`src/rtl/mem_stage.sv`:
```
// Memory-access stage of the 16-bit 5-stage pipeline (between EX and WB).
// Owns the data memory, commits stores, performs loads and registers the
// MEM/WB pipeline word. Optional load/store statistics counters are built
// when MEM_STAT_EN is defined.
module mem_stage #(
    parameter int unsigned DATA_WIDTH = 16,
    parameter int unsigned ADDR_WIDTH = 8
) (
    input  logic                      clk,
    input  logic                      rst_n,
    input  logic [2*DATA_WIDTH+5:0]   pipeline_ex_i,
    input  logic                      stall_i,
    input  logic                      flush_i,
    output logic [2*DATA_WIDTH+4:0]   pipeline_re_o,
`ifdef MEM_STAT_EN
    output logic [15:0]               ld_cnt_o,
    output logic [15:0]               st_cnt_o,
`endif
    output logic [2:0]                mem_op_dest
);

    localparam int unsigned DEPTH  = 1 << ADDR_WIDTH;
    localparam int unsigned EX_W   = 2 * DATA_WIDTH + 6;
    localparam int unsigned RE_W   = 2 * DATA_WIDTH + 5;
    localparam int unsigned CNT_W  = 16;

    logic [DATA_WIDTH-1:0] mem [DEPTH];

    logic [DATA_WIDTH-1:0] alu_result;
    logic [DATA_WIDTH-1:0] store_data;
    logic                  mem_wr_en;
    logic                  wb_en;
    logic [2:0]            wb_dest;
    logic                  wb_result_mux;
    logic [ADDR_WIDTH-1:0] addr;
    logic [DATA_WIDTH-1:0] rd_data;
    logic                  advance;
    logic                  commit;

    // Unpack the EX/MEM word and decide whether this edge advances the stage
    always_comb begin
        alu_result    = pipeline_ex_i[EX_W-1 -: DATA_WIDTH];
        store_data    = pipeline_ex_i[DATA_WIDTH+5 -: DATA_WIDTH];
        mem_wr_en     = pipeline_ex_i[5];
        wb_en         = pipeline_ex_i[4];
        wb_dest       = pipeline_ex_i[3:1];
        wb_result_mux = pipeline_ex_i[0];
        addr          = alu_result[ADDR_WIDTH-1:0];
        rd_data       = mem[addr];
        advance       = rst_n && !flush_i && !stall_i;
        commit        = advance && mem_wr_en;
    end

    assign mem_op_dest = wb_dest;

    // Data memory write port; contents are intentionally not reset
    always_ff @(posedge clk) begin
        if (commit) begin
            mem[addr] <= store_data;
        end
    end

    // MEM/WB pipeline register: reset > flush > stall > advance
    always_ff @(posedge clk) begin
        if (!rst_n) begin
            pipeline_re_o <= RE_W'(0);
        end else if (flush_i) begin
            pipeline_re_o <= RE_W'(0);
        end else if (!stall_i) begin
            pipeline_re_o <= {alu_result, rd_data, wb_en, wb_dest, wb_result_mux};
        end
    end

`ifdef MEM_STAT_EN
    logic load_fire;
    assign load_fire = advance && wb_en && wb_result_mux;

    // Saturating counters of committed stores and executed loads
    always_ff @(posedge clk) begin
        if (!rst_n) begin
            st_cnt_o <= CNT_W'(0);
            ld_cnt_o <= CNT_W'(0);
        end else begin
            if (commit && (st_cnt_o != {CNT_W{1'b1}})) begin
                st_cnt_o <= st_cnt_o + CNT_W'(1);
            end
            if (load_fire && (ld_cnt_o != {CNT_W{1'b1}})) begin
                ld_cnt_o <= ld_cnt_o + CNT_W'(1);
            end
        end
    end
`endif

endmodule
```
`config.mk`:
```
export PLATFORM = sky130hd
export DESIGN_NAME = mem_stage
export DESIGN_NICKNAME = d
export VERILOG_FILES = /design/src/rtl/mem_stage.sv
export SDC_FILE = /design/constraint.sdc
export NUM_CORES = 2
export LEC_CHECK = 0
export ABC_AREA = 0
export BUFFER_PORTS_ARGS = -buffer_cell sky130_fd_sc_hd__buf_4
export CAP_MARGIN = 40
export CORE_MARGIN = 5
export CORE_UTILIZATION = 42
export DETAILED_ROUTE_END_ITERATION = 16
export REMOVE_ABC_BUFFERS = 1
export SYNTH_ARGS = -nofsm -noshare
export SYNTH_HDL_FRONTEND = slang
export SYNTH_SLANG_ARGS = --single-unit
```
`constraint.sdc`:
```
create_clock -name clk -period 3.9 [get_ports clk]
set_clock_uncertainty 0.2 [all_clocks]
set_input_delay 0.39 -clock clk [delete_from_list [all_inputs] [get_ports clk]]
set_output_delay 0.39 -clock clk [all_outputs]
set_load 0.03 [all_outputs]
```
# Word-level counts from Yosys, hierarchy flattened
# Memories as Yosys holds them, arrays and structs flattened. A register that Yosys moved wholly into a read port is not among the register bits.
# Index checks and enable logic that the tools add are counted.
totals:
  reg_bits: 37
  mem_bits_rw: 4096
  inputBits: 42
  mem_count: 1
op_classes:
  muxes: 2
  n_bitwise: 1
  n_reduce_logical: 7
mem_list:
  columns: ["name", "words", "word_bits", "rd", "rd_ports_with_merged_regs", "wr", "line", "source"]
  rows:
  - ["mem", 256, 16, 1, 1, 1, "27", "logic [DATA_WIDTH-1:0] mem [DEPTH];"]
ops:
  columns: ["cell", "count"]
  rows:
  - ["1-bit logical AND", 3]
  - ["1-bit zero test", 3]
  - ["1-bit 2-to-1 mux", 2]
  - ["2-bit OR reduction", 1]
  - ["1-bit NOT", 1]

# Logic depth before layout (Yosys ltp)
logic_depth:
  word_depth: 6
  depth_mapped: 14
  depth_no_buf: 7

# Least setup slack after synthesis
# No wires, ideal clock.
synth_timing:
  path_type: "input -> register"
  from: "input port pipeline_ex_i[27]"
  to: "memory mem[163][0] (enable)"
  setup_ns: 0.409
  arrival_ns: 2.946
  path_slack_ns: 0.345
  cell_stages: 8
  n_path_buf: 5
  cell_sequence: "buf_2 > buf_2 > buf_2 > buf_2 > nor2b_1 > nand3_1 > clkbuf_1 > nor3_1"
synth_lines:
  columns: ["element", "line", "source"]
  rows:
  - ["from (decl)", "11", "input logic [2*DATA_WIDTH+5:0] pipeline_ex_i,"]
  - ["to (decl)", "27", null]
# Straight into the memory's write port.

==> impl_metrics.prom <==
# TYPE chip_impl_metric gauge
chip_impl_info{name="outcome",value="finished, final reports clean"} 1
chip_impl_metric{name="floorplan.initialDensity",unit="%"} 42.2
chip_impl_metric{name="synth_cells",unit=""} 7257
chip_impl_metric{name="fin_nets",unit=""} 8309
chip_impl_metric{name="antenna_violations_before_repair",unit=""} 29
chip_impl_metric{name="antenna_violating_nets_post_route",unit=""} 0
chip_impl_metric{name="drt-pass1-iter-count",unit=""} 6
chip_impl_metric{name="synth_edf_count",unit=""} 4096
chip_impl_metric{name="sum_neg_setup_slack",unit="ns"} 0
chip_impl_metric{name="max_freq",unit="MHz"} 258
chip_impl_metric{name="finalWorstSetupSlack",unit="ns"} 0.0209
chip_impl_metric{name="cts.clk_slew.worst_paths",unit="ns"} 0.06
chip_impl_metric{name="synth_area",unit="µm²"} 158000
chip_impl_metric{name="synthDistinctLibCells",unit=""} 79
chip_impl_metric{name="drt_drc_violations_left",unit=""} 0
chip_impl_metric{name="postSynth.asyncResetShare",unit="%"} 0
chip_impl_metric{name="avgViaCountPerCell",unit=""} 6.03
chip_impl_info{name="grt_setup_unrepaired",value="false"} 1
chip_impl_metric{name="vias_in_the_first_global_route",unit=""} 81309
chip_impl_metric{name="register_area",unit="µm²"} 124000
chip_impl_metric{name="first_iter_violations",unit=""} 12073
chip_impl_metric{name="grt_start_max_net_pins",unit=""} 129
chip_impl_metric{name="holdWs",unit="ns"} 0.0977
chip_impl_metric{name="maxSlewHeadroom",unit="%"} 15.6
chip_impl_info{name="tritoncts",value="yes"} 1
chip_impl_metric{name="num_io_pins",unit=""} 82
chip_impl_metric{name="p_seq_share",unit="%"} 51.9
chip_impl_metric{name="share_comb_of_total_power",unit="%"} 5.2
chip_impl_info{name="clockRootBuffer",value="clkbuf_16"} 1
chip_impl_metric{name="report.final.slew_viol_count",unit=""} 0
chip_impl_metric{name="die_width",unit="µm"} 624
chip_impl_metric{name="cts.repair_timing.setup_buffer_count",unit=""} 0
chip_impl_metric{name="number_of_rows_in_the_core_area",unit=""} 225
chip_impl_metric{name="power.ir.vdd_worst",unit="mV"} 0.399
chip_impl_metric{name="setup_viol",unit=""} 0
chip_impl_metric{name="post_synthesis_mean_instance_area",unit="µm²"} 21.8
chip_impl_metric{name="power_frac_clock",unit="%"} 42.9
chip_impl_metric{name="pre_cts_slack",unit="ns"} -0.240
chip_impl_info{name="critical_path.startpoint_type",value="input port"} 1
chip_impl_info{name="worst-setup-path-type",value="input port to flip-flop"} 1
chip_impl_metric{name="grt-ovfl-total",unit=""} 0
chip_impl_metric{name="finalHoldViolations",unit=""} 0
chip_impl_metric{name="dp_hpwl",unit="µm"} 293000
chip_impl_metric{name="p_int",unit="mW"} 74.1
chip_impl_metric{name="switching_share_of_power",unit="%"} 21.4
chip_impl_metric{name="critical_path_peak_fanout",unit=""} 26
chip_impl_metric{name="cts_repair_resize_count",unit=""} 0
chip_impl_metric{name="number_of_maximum_capacitance_violations",unit=""} 0
chip_impl_metric{name="fill_cells",unit=""} 29916
chip_impl_metric{name="cts_buffers",unit=""} 409
chip_impl_metric{name="clock_sink_count",unit=""} 4133
chip_impl_metric{name="net-switching-power",unit="mW"} 20.1
chip_impl_metric{name="numPortBuffers",unit=""} 81
chip_impl_metric{name="tmin_final",unit="ns"} 3.88
chip_impl_metric{name="area_growth",unit="%"} 17.3
chip_impl_metric{name="yosys_register_bits",unit=""} 4133
chip_impl_metric{name="cts_max_level",unit=""} 5
chip_impl_metric{name="timing.final.crit_share",unit="%"} 99.5
chip_impl_metric{name="seq_area_frac_synth",unit="%"} 78.1
chip_impl_metric{name="worst_slew_pin_slew",unit="ns"} 1.27
chip_impl_metric{name="fraction_of_final_layout_cells_sized_beyond_drive_strength_1",unit="%"} 30.6
chip_impl_metric{name="synth_warnings",unit=""} 0
chip_impl_metric{name="route.vias.total",unit=""} 82175
chip_impl_metric{name="pwr_density_cell",unit="nW/µm²"} 507
chip_impl_info{name="end_kind",value="flip-flop"} 1
chip_impl_metric{name="fp.dieH",unit="µm"} 624
chip_impl_info{name="yosys_most_used_dff",value="edfxtp_1"} 1
chip_impl_metric{name="cp_data_required_time",unit="ns"} 4.54
chip_impl_metric{name="design.die.area",unit="µm²"} 390000
chip_impl_metric{name="grt_first_pass_wirelength",unit="µm"} 642000
chip_impl_metric{name="cts.path.max_buffers",unit=""} 4
chip_impl_metric{name="finalWeightedCongestion",unit=""} 0.905
chip_impl_metric{name="area_occupied_by_multi_input_gates",unit="µm²"} 32500
chip_impl_metric{name="clk_latency",unit="ns"} 1.00
chip_impl_info{name="hold_path.class",value="input port to flip-flop"} 1
chip_impl_metric{name="totalWireLength",unit="µm"} 459000
chip_impl_metric{name="leakage",unit="nW"} 59.2
chip_impl_metric{name="gr-usage-all-layers",unit="%"} 23.2
chip_impl_metric{name="data_arrival_at_the_endpoint_of_the_critical_path",unit="ns"} 4.52
chip_impl_metric{name="core_area",unit="µm²"} 376000
chip_impl_metric{name="drt-wirelength-per-cell",unit="µm"} 33.7
==> sequential cells by signal, indices dropped and copies added (netlist names) <==
name           count
mem             4096
pipeline_re_o     37
==> cell usage after synthesis (7+ instances only) <==
master | count | area [µm²]
edfxtp_1 | 4096 | 123000
mux4_2 | 892 | 20100
nor2_1 | 318 | 1190
mux2i_1 | 302 | 3020
o22ai_1 | 149 | 932
nand2_1 | 142 | 533
clkbuf_1 | 138 | 518
buf_2 | 120 | 601
buf_4 | 104 | 781
a22oi_1 | 103 | 773
o21ai_0 | 78 | 390
a21oi_1 | 73 | 365
nor3_1 | 58 | 290
buf_6 | 56 | 631
nand3_1 | 55 | 275
a221oi_1 | 53 | 464
a31oi_1 | 39 | 244
mux2_2 | 38 | 428
a211oi_1 | 37 | 278
dfxtp_1 | 37 | 741
nor4_1 | 27 | 169
o22a_1 | 27 | 236
a32oi_1 | 24 | 210
nor2b_1 | 24 | 150
a22o_1 | 21 | 184
and2_1 | 21 | 131
nand4_1 | 19 | 119
a2111oi_0 | 18 | 158
o211ai_1 | 18 | 135
o221ai_1 | 15 | 131
nand2b_1 | 14 | 87.6
buf_1 | 10 | 37.5
a32o_1 | 9 | 90.1
and3_1 | 9 | 56.3
nand4b_1 | 7 | 61.3
==> cells by family (layout without fill, tap and decap cells) <==
| kind of cell | count (synthesis) | count (layout) | synth area share (%) |
|---|---|---|---|
| multiplexers | 1234 | 1234 | 14.9 |
| AND/OR/NAND/NOR | 734 | 734 | 2.15 |
| buffers and inverters | 443 | 1808 | 1.71 |
| other | 0 | 10 | 0 |
| AO/OA/AOI/OAI | 713 | 713 | 3.18 |
| flip-flops | 4133 | 4133 | 78.1 |
==> area by class of cell <==
| cell class | instances | share of cell area, % |
|---|---|---|
| multi-input cells | 2681 | 17.5 |
| well taps | 4994 | 3.36 |
| clock buffers | 506 | 5.87 |
| repair buffers | 1036 | 5.11 |
| flip-flops and latches | 4133 | 66.6 |
| clock inverters | 260 | 1.61 |
| inverters | 6 | 0.0148 |
| diodes | 10 | 0.0135 |
==> layer usage <==
| layer | up-vias | share of wire [%] | track usage [%] |
|---|---|---|---|
| met5 | - | 0.0026 | 0 |
| li1 | 32826 | - | - |
| met2 | 4565 | 46 | 35.3 |
| met3 | 753 | 10 | 4.80 |
| met4 | 2 | 4.4 | 8.77 |
| met1 | 44029 | 40 | 33.2 |
==> power by group through the flow <==
stage                     Sequential [mW]  Clock, mW  Combinational, mW
final                                48.9       40.4               4.93
after global routing                 48.8       42.9               5.11
after CTS                            48.9       41.0               4.90
after detailed placement             49.8          0               4.82
after global placement               49.8          0               4.74
after floorplan                      49.8          0               1.56
==> through the flow <==
| stage | util, % | std cells | cell area, µm² | power, mW |
|---|---|---|---|---|
| 3_3_place_gp | 45.5 | 12753 | 171000 | 54.6 |
| 3_5_place_dp | 45.6 | 12771 | 171000 | 54.6 |
| 5_1_grt | 49.5 | 13617 | 186000 | 96.8 |
| 6_report | 49.5 | 13626 | 186000 | 94.2 |
| 4_1_cts | 49.5 | 13615 | 186000 | 94.8 |
| 2_1_floorplan | - | 6820 | 156000 | 51.4 |
==> repair_timing <==
action / in CTS / in global routing
endpoints found under the setup margin: 0 / 0
hold endpoints to repair: 1459 / 0
hold buffers: 78 / 0
==> final timing paths <==
check,from,end,slack (ns),depth (start not counted)
worst max-delay path,pipeline_ex_i[22],pipeline_re_o[15]$_SDFFE_PP0N_,0.02,11
worst min register to register,pipeline_re_o[21]$_SDFFE_PP0N_,pipeline_re_o[21]$_SDFFE_PP0N_,0.27,2
worst max register to register,mem[28][6]$_DFFE_PP_,pipeline_re_o[11]$_SDFFE_PP0N_,0.62,7
worst min-delay path,pipeline_ex_i[19],mem[205][13]$_DFFE_PP_,0.1,2
==> placed cells by master (no fill, tap or decap), types with 30 or more instances in the layout <==
| cell type | n |
|---|---|
| mux4_2 | 892 |
| buf_12 | 107 |
| nand2_1 | 141 |
| clkbuf_16 | 414 |
| nand3_1 | 44 |
| mux2i_1 | 302 |
| dlygate4sd3_1 | 78 |
| a221oi_1 | 53 |
| edfxtp_1 | 4096 |
| nor2_1 | 254 |
| clkinv_2 | 69 |
| a22oi_1 | 103 |
| clkbuf_1 | 72 |
| mux2_2 | 38 |
| nor3_2 | 30 |
| bufinv_16 | 53 |
| buf_4 | 819 |
| clkinv_1 | 77 |
| a211oi_1 | 37 |
| o21ai_0 | 78 |
| nor2_2 | 59 |
| o22ai_1 | 149 |
| a31oi_1 | 39 |
| a21oi_1 | 73 |
| dfxtp_1 | 37 |
==> critical path, cell delays in order <==
cell and delay, ns:
dlygate4sd3_1 0.56, buf_8 0.35, buf_12 0.28, buf_12 0.28
mux4_2 0.56, a22oi_1 0.28, a21oi_1 0.11, o21ai_0 0.60
nand4_1 0.44, buf_4 0.29, a31o_2 0.24
Note: power is estimated with default switching activity, not from simulation.
